$ cat src/rtl/matmul_pkg.sv
// Shared constants, loader state type and element packing helper for the 2x2 matmul operand loader.
package matmul_pkg;

    localparam int ELEM_W    = 2;
    localparam int NUM_ELEMS = 8;
    localparam int MAT_W     = 4 * ELEM_W;
    localparam int CNT_W     = $clog2(NUM_ELEMS);

    typedef enum logic {
        LOAD = 1'b0,
        HOLD = 1'b1
    } load_state_t;

    // Low bit of element k inside its matrix word; element 0 of each matrix sits in the MSBs.
    function automatic int elem_offset(input int k);
        return MAT_W - ELEM_W - (k % 4) * ELEM_W;
    endfunction

endpackage

$ cat src/rtl/matmul_operand_loader_if.sv
// Element stream in, packed operand pair out; master is the environment side, slave is the loader.
interface matmul_operand_loader_if;
    import matmul_pkg::*;

    logic              in_valid;
    logic              in_ready;
    logic [ELEM_W-1:0] in_elem;
    logic              in_last;
    logic              out_valid;
    logic              out_ready;
    logic [MAT_W-1:0]  out_a;
    logic [MAT_W-1:0]  out_b;

    modport master (
        output in_valid, in_elem, in_last, out_ready,
        input  in_ready, out_valid, out_a, out_b
    );

    modport slave (
        input  in_valid, in_elem, in_last, out_ready,
        output in_ready, out_valid, out_a, out_b
    );

endinterface

$ cat src/rtl/matload_frame_ctrl.sv
// Element counter and frame delimiting check; frame_err pulses the cycle after a malformed final accept.
module matload_frame_ctrl
    import matmul_pkg::*;
(
    input  logic             clk,
    input  logic             rst,
    input  logic             clear,
    input  logic             accept,
    input  logic             in_last,
    output logic [CNT_W-1:0] count,
    output logic             frame_done,
    output logic             frame_err
);

    logic [CNT_W-1:0] count_reg;
    logic [CNT_W-1:0] count_next;
    logic             frame_err_reg;
    logic             frame_err_next;
    logic             last_slot;

    assign last_slot  = (count_reg == CNT_W'(NUM_ELEMS - 1));
    assign frame_done = accept && last_slot && in_last;

    always_comb begin
        count_next     = count_reg;
        frame_err_next = 1'b0;
        if (accept) begin
            // Either a proper end or a delimiting error restarts the frame.
            if (last_slot || in_last) begin
                count_next = '0;
            end else begin
                count_next = count_reg + 1'b1;
            end
            frame_err_next = (last_slot != in_last);
        end
    end

    always_ff @(posedge clk) begin
        if (rst || clear) begin
            count_reg     <= '0;
            frame_err_reg <= 1'b0;
        end else begin
            count_reg     <= count_next;
            frame_err_reg <= frame_err_next;
        end
    end

    assign count     = count_reg;
    assign frame_err = frame_err_reg;

endmodule

$ cat src/rtl/matmul_operand_loader.sv
// Assembles 8 serial elements into packed A/B operand words behind a valid/ready output.
// Optional staging buffer for back-to-back frames: define MATLOAD_DBUF_EN.
module matmul_operand_loader
    import matmul_pkg::*;
(
    input  logic                     clk,
    input  logic                     rst,
    input  logic                     clear,
    matmul_operand_loader_if.slave   lif,
    output logic                     frame_err
);

    load_state_t      state_reg;
    load_state_t      state_next;
    logic [MAT_W-1:0] a_asm_reg;
    logic [MAT_W-1:0] a_asm_next;
    logic [MAT_W-1:0] b_asm_reg;
    logic [MAT_W-1:0] b_asm_next;
    logic [MAT_W-1:0] out_a_reg;
    logic [MAT_W-1:0] out_b_reg;
    logic [CNT_W-1:0] count;
    logic             frame_done;
    logic             accept;
    logic             handshake;
    logic             take_new;
    logic             take_staged;
    logic [3:0]       a_slot_we;
    logic [3:0]       b_slot_we;

`ifdef MATLOAD_DBUF_EN
    logic             staged_reg;
    logic             staged_next;

    assign lif.in_ready = !rst && ((state_reg == LOAD) || !staged_reg);
`else
    assign lif.in_ready = !rst && (state_reg == LOAD);
`endif

    assign accept    = lif.in_valid && lif.in_ready;
    assign handshake = (state_reg == HOLD) && lif.out_ready;

    matload_frame_ctrl u_frame_ctrl (
        .clk        (clk),
        .rst        (rst),
        .clear      (clear),
        .accept     (accept),
        .in_last    (lif.in_last),
        .count      (count),
        .frame_done (frame_done),
        .frame_err  (frame_err)
    );

    // The "next" words already contain the element accepted this cycle, so a completing
    // frame can be copied to the output without waiting for the assembly registers.
    generate
        for (genvar gi = 0; gi < 4; gi++) begin : g_slot
            assign a_slot_we[gi] = accept && (count == CNT_W'(gi));
            assign b_slot_we[gi] = accept && (count == CNT_W'(gi + 4));
            assign a_asm_next[elem_offset(gi) +: ELEM_W] =
                a_slot_we[gi] ? lif.in_elem : a_asm_reg[elem_offset(gi) +: ELEM_W];
            assign b_asm_next[elem_offset(gi) +: ELEM_W] =
                b_slot_we[gi] ? lif.in_elem : b_asm_reg[elem_offset(gi) +: ELEM_W];
        end
    endgenerate

    always_comb begin
        state_next  = state_reg;
        take_new    = 1'b0;
        take_staged = 1'b0;
`ifdef MATLOAD_DBUF_EN
        staged_next = staged_reg;
`endif
        case (state_reg)
            LOAD: begin
                if (frame_done) begin
                    take_new   = 1'b1;
                    state_next = HOLD;
                end
            end
            HOLD: begin
`ifdef MATLOAD_DBUF_EN
                // A completed staged frame lives in the assembly registers until handed over.
                if (handshake) begin
                    if (staged_reg) begin
                        take_staged = 1'b1;
                        staged_next = 1'b0;
                    end else if (frame_done) begin
                        take_new = 1'b1;
                    end else begin
                        state_next = LOAD;
                    end
                end else if (frame_done) begin
                    staged_next = 1'b1;
                end
`else
                if (handshake) begin
                    state_next = LOAD;
                end
`endif
            end
            default: state_next = LOAD;
        endcase
    end

    always_ff @(posedge clk) begin
        if (rst) begin
            state_reg <= LOAD;
            a_asm_reg <= '0;
            b_asm_reg <= '0;
            out_a_reg <= '0;
            out_b_reg <= '0;
`ifdef MATLOAD_DBUF_EN
            staged_reg <= 1'b0;
`endif
        end else if (clear) begin
            // Output words are kept; only validity and the partial frame are dropped.
            state_reg <= LOAD;
`ifdef MATLOAD_DBUF_EN
            staged_reg <= 1'b0;
`endif
        end else begin
            state_reg <= state_next;
            a_asm_reg <= a_asm_next;
            b_asm_reg <= b_asm_next;
            if (take_new) begin
                out_a_reg <= a_asm_next;
                out_b_reg <= b_asm_next;
            end else if (take_staged) begin
                out_a_reg <= a_asm_reg;
                out_b_reg <= b_asm_reg;
            end
`ifdef MATLOAD_DBUF_EN
            staged_reg <= staged_next;
`endif
        end
    end

    assign lif.out_valid = (state_reg == HOLD);
    assign lif.out_a     = out_a_reg;
    assign lif.out_b     = out_b_reg;

endmodule

$ cat src/flat_wrapper.sv
// flat-port wrapper written by rule: the top's interface ports become plain ports
module matmul_operand_loader_flat import matmul_pkg::*;
  (clk, rst, clear, frame_err, lif_in_valid, lif_in_elem, lif_in_last, lif_out_ready, lif_in_ready, lif_out_valid, lif_out_a, lif_out_b);
  matmul_operand_loader_if lif_i ();
  input  logic clk;
  input  logic rst;
  input  logic clear;
  output logic frame_err;
  input wire logic [$bits(lif_i.in_valid)-1:0] lif_in_valid;
  input wire logic [$bits(lif_i.in_elem)-1:0] lif_in_elem;
  input wire logic [$bits(lif_i.in_last)-1:0] lif_in_last;
  input wire logic [$bits(lif_i.out_ready)-1:0] lif_out_ready;
  output wire logic [$bits(lif_i.in_ready)-1:0] lif_in_ready;
  output wire logic [$bits(lif_i.out_valid)-1:0] lif_out_valid;
  output wire logic [$bits(lif_i.out_a)-1:0] lif_out_a;
  output wire logic [$bits(lif_i.out_b)-1:0] lif_out_b;
  assign lif_i.in_valid = lif_in_valid;
  assign lif_i.in_elem = lif_in_elem;
  assign lif_i.in_last = lif_in_last;
  assign lif_i.out_ready = lif_out_ready;
  assign lif_in_ready = lif_i.in_ready;
  assign lif_out_valid = lif_i.out_valid;
  assign lif_out_a = lif_i.out_a;
  assign lif_out_b = lif_i.out_b;
  matmul_operand_loader u_core (.clk(clk), .rst(rst), .clear(clear), .lif(lif_i), .frame_err(frame_err));
endmodule
$ cat config.mk
export PLATFORM = sky130hd
export DESIGN_NAME = matmul_operand_loader_flat
export DESIGN_NICKNAME = d
export VERILOG_FILES = /design/src/rtl/matmul_pkg.sv /design/src/rtl/matmul_operand_loader_if.sv /design/src/rtl/matload_frame_ctrl.sv /design/src/rtl/matmul_operand_loader.sv /design/src/flat_wrapper.sv
export SDC_FILE = /design/constraint.sdc
export NUM_CORES = 1
export LEC_CHECK = 0
export CAP_MARGIN = 25
export CELL_PAD_IN_SITES_DETAIL_PLACEMENT = 1
export CELL_PAD_IN_SITES_GLOBAL_PLACEMENT = 1
export CORE_UTILIZATION = 30
export DETAILED_ROUTE_END_ITERATION = 10
export DONT_BUFFER_PORTS = 1
export PLACE_DENSITY = 0.59
export SLEW_MARGIN = 20
export SYNTH_ARGS = -nofsm -noshare
export SYNTH_HDL_FRONTEND = slang
export SYNTH_HIERARCHICAL = 1
export SYNTH_SLANG_ARGS = --single-unit
export TNS_END_PERCENT = 20
$ cat constraint.sdc
create_clock -name clk -period 1.6 [get_ports clk]
set_input_delay 0.32 -clock clk [delete_from_list [all_inputs] [get_ports clk]]
set_output_delay 0.32 -clock clk [all_outputs]
set_load 0.05 [all_outputs]
==> impl_metrics.env <==
export IMPL_antenna_found_initial=0
export IMPL_critPathSlowestCell="dfxtp_2"
export IMPL_power_uw=1710
export IMPL_critPathKind="reg -> reg"
export IMPL_num_vias=1657
export IMPL_final_core_util=0.380
export IMPL_grt_pass1_vias=1706
export IMPL_worstPathMaxFanout=16
export IMPL_place_inst=286
export IMPL_ys_seq_area_frac=0.409
export IMPL_via_per_inst=5.60
export IMPL_path_cells="ha_1, ha_2, and3_4, nor3b_4, buf_4, clkbuf_16, a31oi_1"
export IMPL_fp_row_count=27
export IMPL_leakage_uw=0.000734
export IMPL_drive_above_1_share=0.237
export IMPL_synth_area_leaders="dfxtp_1 (41%), o21ai_0 (6.4%), a31oi_1 (5.5%)"
export IMPL_gr_total_overflow=0
export IMPL_period_needed_ps=1610
export IMPL_cts_sinks=37
export IMPL_violations="setup timing"
export IMPL_port_buffers=0
export IMPL_wl_met2_um=2440
export IMPL_wl_per_cell_um=17.7
export IMPL_grt_use_total=0.175
export IMPL_yosysMostFrequentCell="dfxtp_1"
export IMPL_synthArstFlopShare=0
export IMPL_maxSlewHeadroom=0.629
export IMPL_hp_class="in -> reg"
export IMPL_syn_area_sq_um=1810
export IMPL_vdd_drop_max_mv=0.381
export IMPL_drtIter0Drc=80
export IMPL_hold_viol=0
export IMPL_drcViolationCount=0
export IMPL_initial_utilization=0.319
export IMPL_antenna_cells=0
export IMPL_synth_edf_count=0
export IMPL_routed_wirelength_um=5230
export IMPL_fp_dieH_um=79.7
export IMPL_fin_nets=234
export IMPL_clock_latency_ps=300
export IMPL_required_ps=1780
export IMPL_hold_path_startpoint="rst"
export IMPL_cts_tree="yes"
export IMPL_maxCapViolCount=0
export IMPL_synth_seq_cells=37
export IMPL_finClkSkew_ps=15.0
export IMPL_firstDrtPassIters=4
export IMPL_top_layer_used="met4"
export IMPL_cts_root_buf="clkbuf_8"
export IMPL_fill_cells=696
export IMPL_worstPathArrival_ps=1780
export IMPL_setup_viol=2
export IMPL_max_stage_delay_ps=340
export IMPL_die_w_um=79.7
export IMPL_cts_max_level=2
export IMPL_grt_pass1_wl_um=8530
export IMPL_clock_fmax_ghz=0.623
export IMPL_maxSlewViolCount=0
export IMPL_area_delta_synth_final_pct=19.1
export IMPL_synthFlopType="dfxtp_1"
export IMPL_synth_warnings=6
export IMPL_fin_hold_ws_ps=81.0
export IMPL_cts_made_buffers=5
export IMPL_routabilityCongestion=0.707
export IMPL_synth_top_area_share=0.409
export IMPL_cp_start_kind="register"
export IMPL_coreArea_sq_um=5680
export IMPL_setup_slack_ps=-5.08
export IMPL_worst_pin_slew_ps=556
export IMPL_dp_final_hpwl_um=3300
export IMPL_grt_setup_unrepaired="yes"
export IMPL_power_density_nw_per_um2=794
export IMPL_wl_met1_um=2390
export IMPL_syn_num_nets=221
export IMPL_stdcell_count=296
export IMPL_postSynthAreaPerCell_sq_um=8.62
export IMPL_io_pins=27
export IMPL_yosysTopAreaCell="dfxtp_1"
export IMPL_crit_start="u_core/u_frame_ctrl/count[0]$_SDFFE_PP0P_"
export IMPL_clockBufferDepth=2
export IMPL_synth_common_cells="dfxtp_1 (37), nand2_1 (23), o21ai_0 (23), o21ai_1 (19), nand3_1 (18)"
export IMPL_yosysUniqueCellTypes=35
export IMPL_grt_max_degree=33
export IMPL_clk_pin_slew_ps=80
export IMPL_wl_met3_um=344
export IMPL_cp_end_kind="register"
export IMPL_ant_nets=0
export IMPL_r2r_start="u_core/u_frame_ctrl/count[0]$_SDFFE_PP0P_"
export IMPL_syn_inst=210
export IMPL_period_share=1.00
export IMPL_dieArea_sq_um=6350
export IMPL_status="finished with violations"
==> through the flow <==
step	setup WS [ps]	instance area (sq um)	TNS (ps)
detailed placement	40.6	2030	0
global route	-77.3	2160	-1030
global placement	86.5	2030	0
finish	-5.08	2160	-9.86
floorplan	-225	1860	-3380
CTS	11.0	2120	0
==> layer usage <==
layer,track usage,up-vias
met5,0,-
met3,0.0514,5
li1,-,803
met2,0.297,40
met4,0.0545,0
met1,0.211,809
==> cells in the final DEF, fill, tap and decap left out, types with 2 or more instances in the layout <==
| cell type | instances |
|---|---|
| mux2i_1 | 4 |
| a21oi_2 | 3 |
| dfxtp_2 | 2 |
| and4b_1 | 5 |
| o311ai_1 | 3 |
| dfxtp_1 | 34 |
| nand2_1 | 23 |
| buf_4 | 18 |
| o21ai_1 | 22 |
| and4bb_2 | 4 |
| ha_1 | 2 |
| clkbuf_8 | 6 |
| o21ai_0 | 20 |
| nand3_1 | 18 |
| nand2b_1 | 3 |
| a21oi_1 | 8 |
| nor3_2 | 3 |
| inv_1 | 3 |
| buf_12 | 3 |
| a31oi_1 | 16 |
| nand3b_1 | 3 |
==> critical path: cells and delay by family (launching register included) <==
| family | cells | cell delay (ps) |
|---|---|---|
| AO/OA/AOI/OAI | 1 | 90 |
| adder cells (fa/ha/maj) | 2 | 310 |
| buffers and inverters | 2 | 330 |
| flip-flops | 1 | 340 |
| AND/OR/NAND/NOR | 2 | 410 |
==> cells by family (layout without fill, tap and decap cells) <==
group	count (synthesis)	count (layout)	share of synthesized area
AOI/OAI and AO/OA	73	73	0.227
and+or+nand+nor	74	74	0.267
adders and majority gates	3	3	0.0207
muxes	4	4	0.0221
buffers and inverters	19	33	0.0539
DFF	37	37	0.409
==> cell type report <==
cell class              instances  area, sq um  share of cell area
inverters                       3         11.3             0.00522
clock buffers                   7         86.3              0.0400
flip-flops and latches         37          747               0.346
well taps                      72         90.1              0.0418
multi-input cells             154          995               0.461
repair buffers                 22          220               0.102
clock inverters                 1         7.51             0.00348
==> report_power, final <==
group          switching (uW)  leakage, uW  total (uW)  internal [uW]
registers                2.80     0.000300         924            921
logic                    51.3     0.000390        86.4           35.1
clock network             353    0.0000445         703            351
==> path summary, 6_finish.rpt <==
kind	slack, ps	depth (start not counted)	end
setup / recovery	-5	7	u_core/lif.out_a[1]$_SDFFE_PP0P_
hold / removal	80	1	u_core/b_asm_reg[7]$_SDFFE_PP0N_
setup reg to reg	-5	7	u_core/lif.out_a[1]$_SDFFE_PP0P_
hold reg to reg	460	2	u_core/a_asm_reg[1]$_SDFFE_PP0N_
==> timing repair <==
item	CTS	global route
gates resized for setup	0	4
setup endpoints to repair	0	17
hold buffers	0	0
setup buffers	0	1
(Power assumes the default switching activity.)
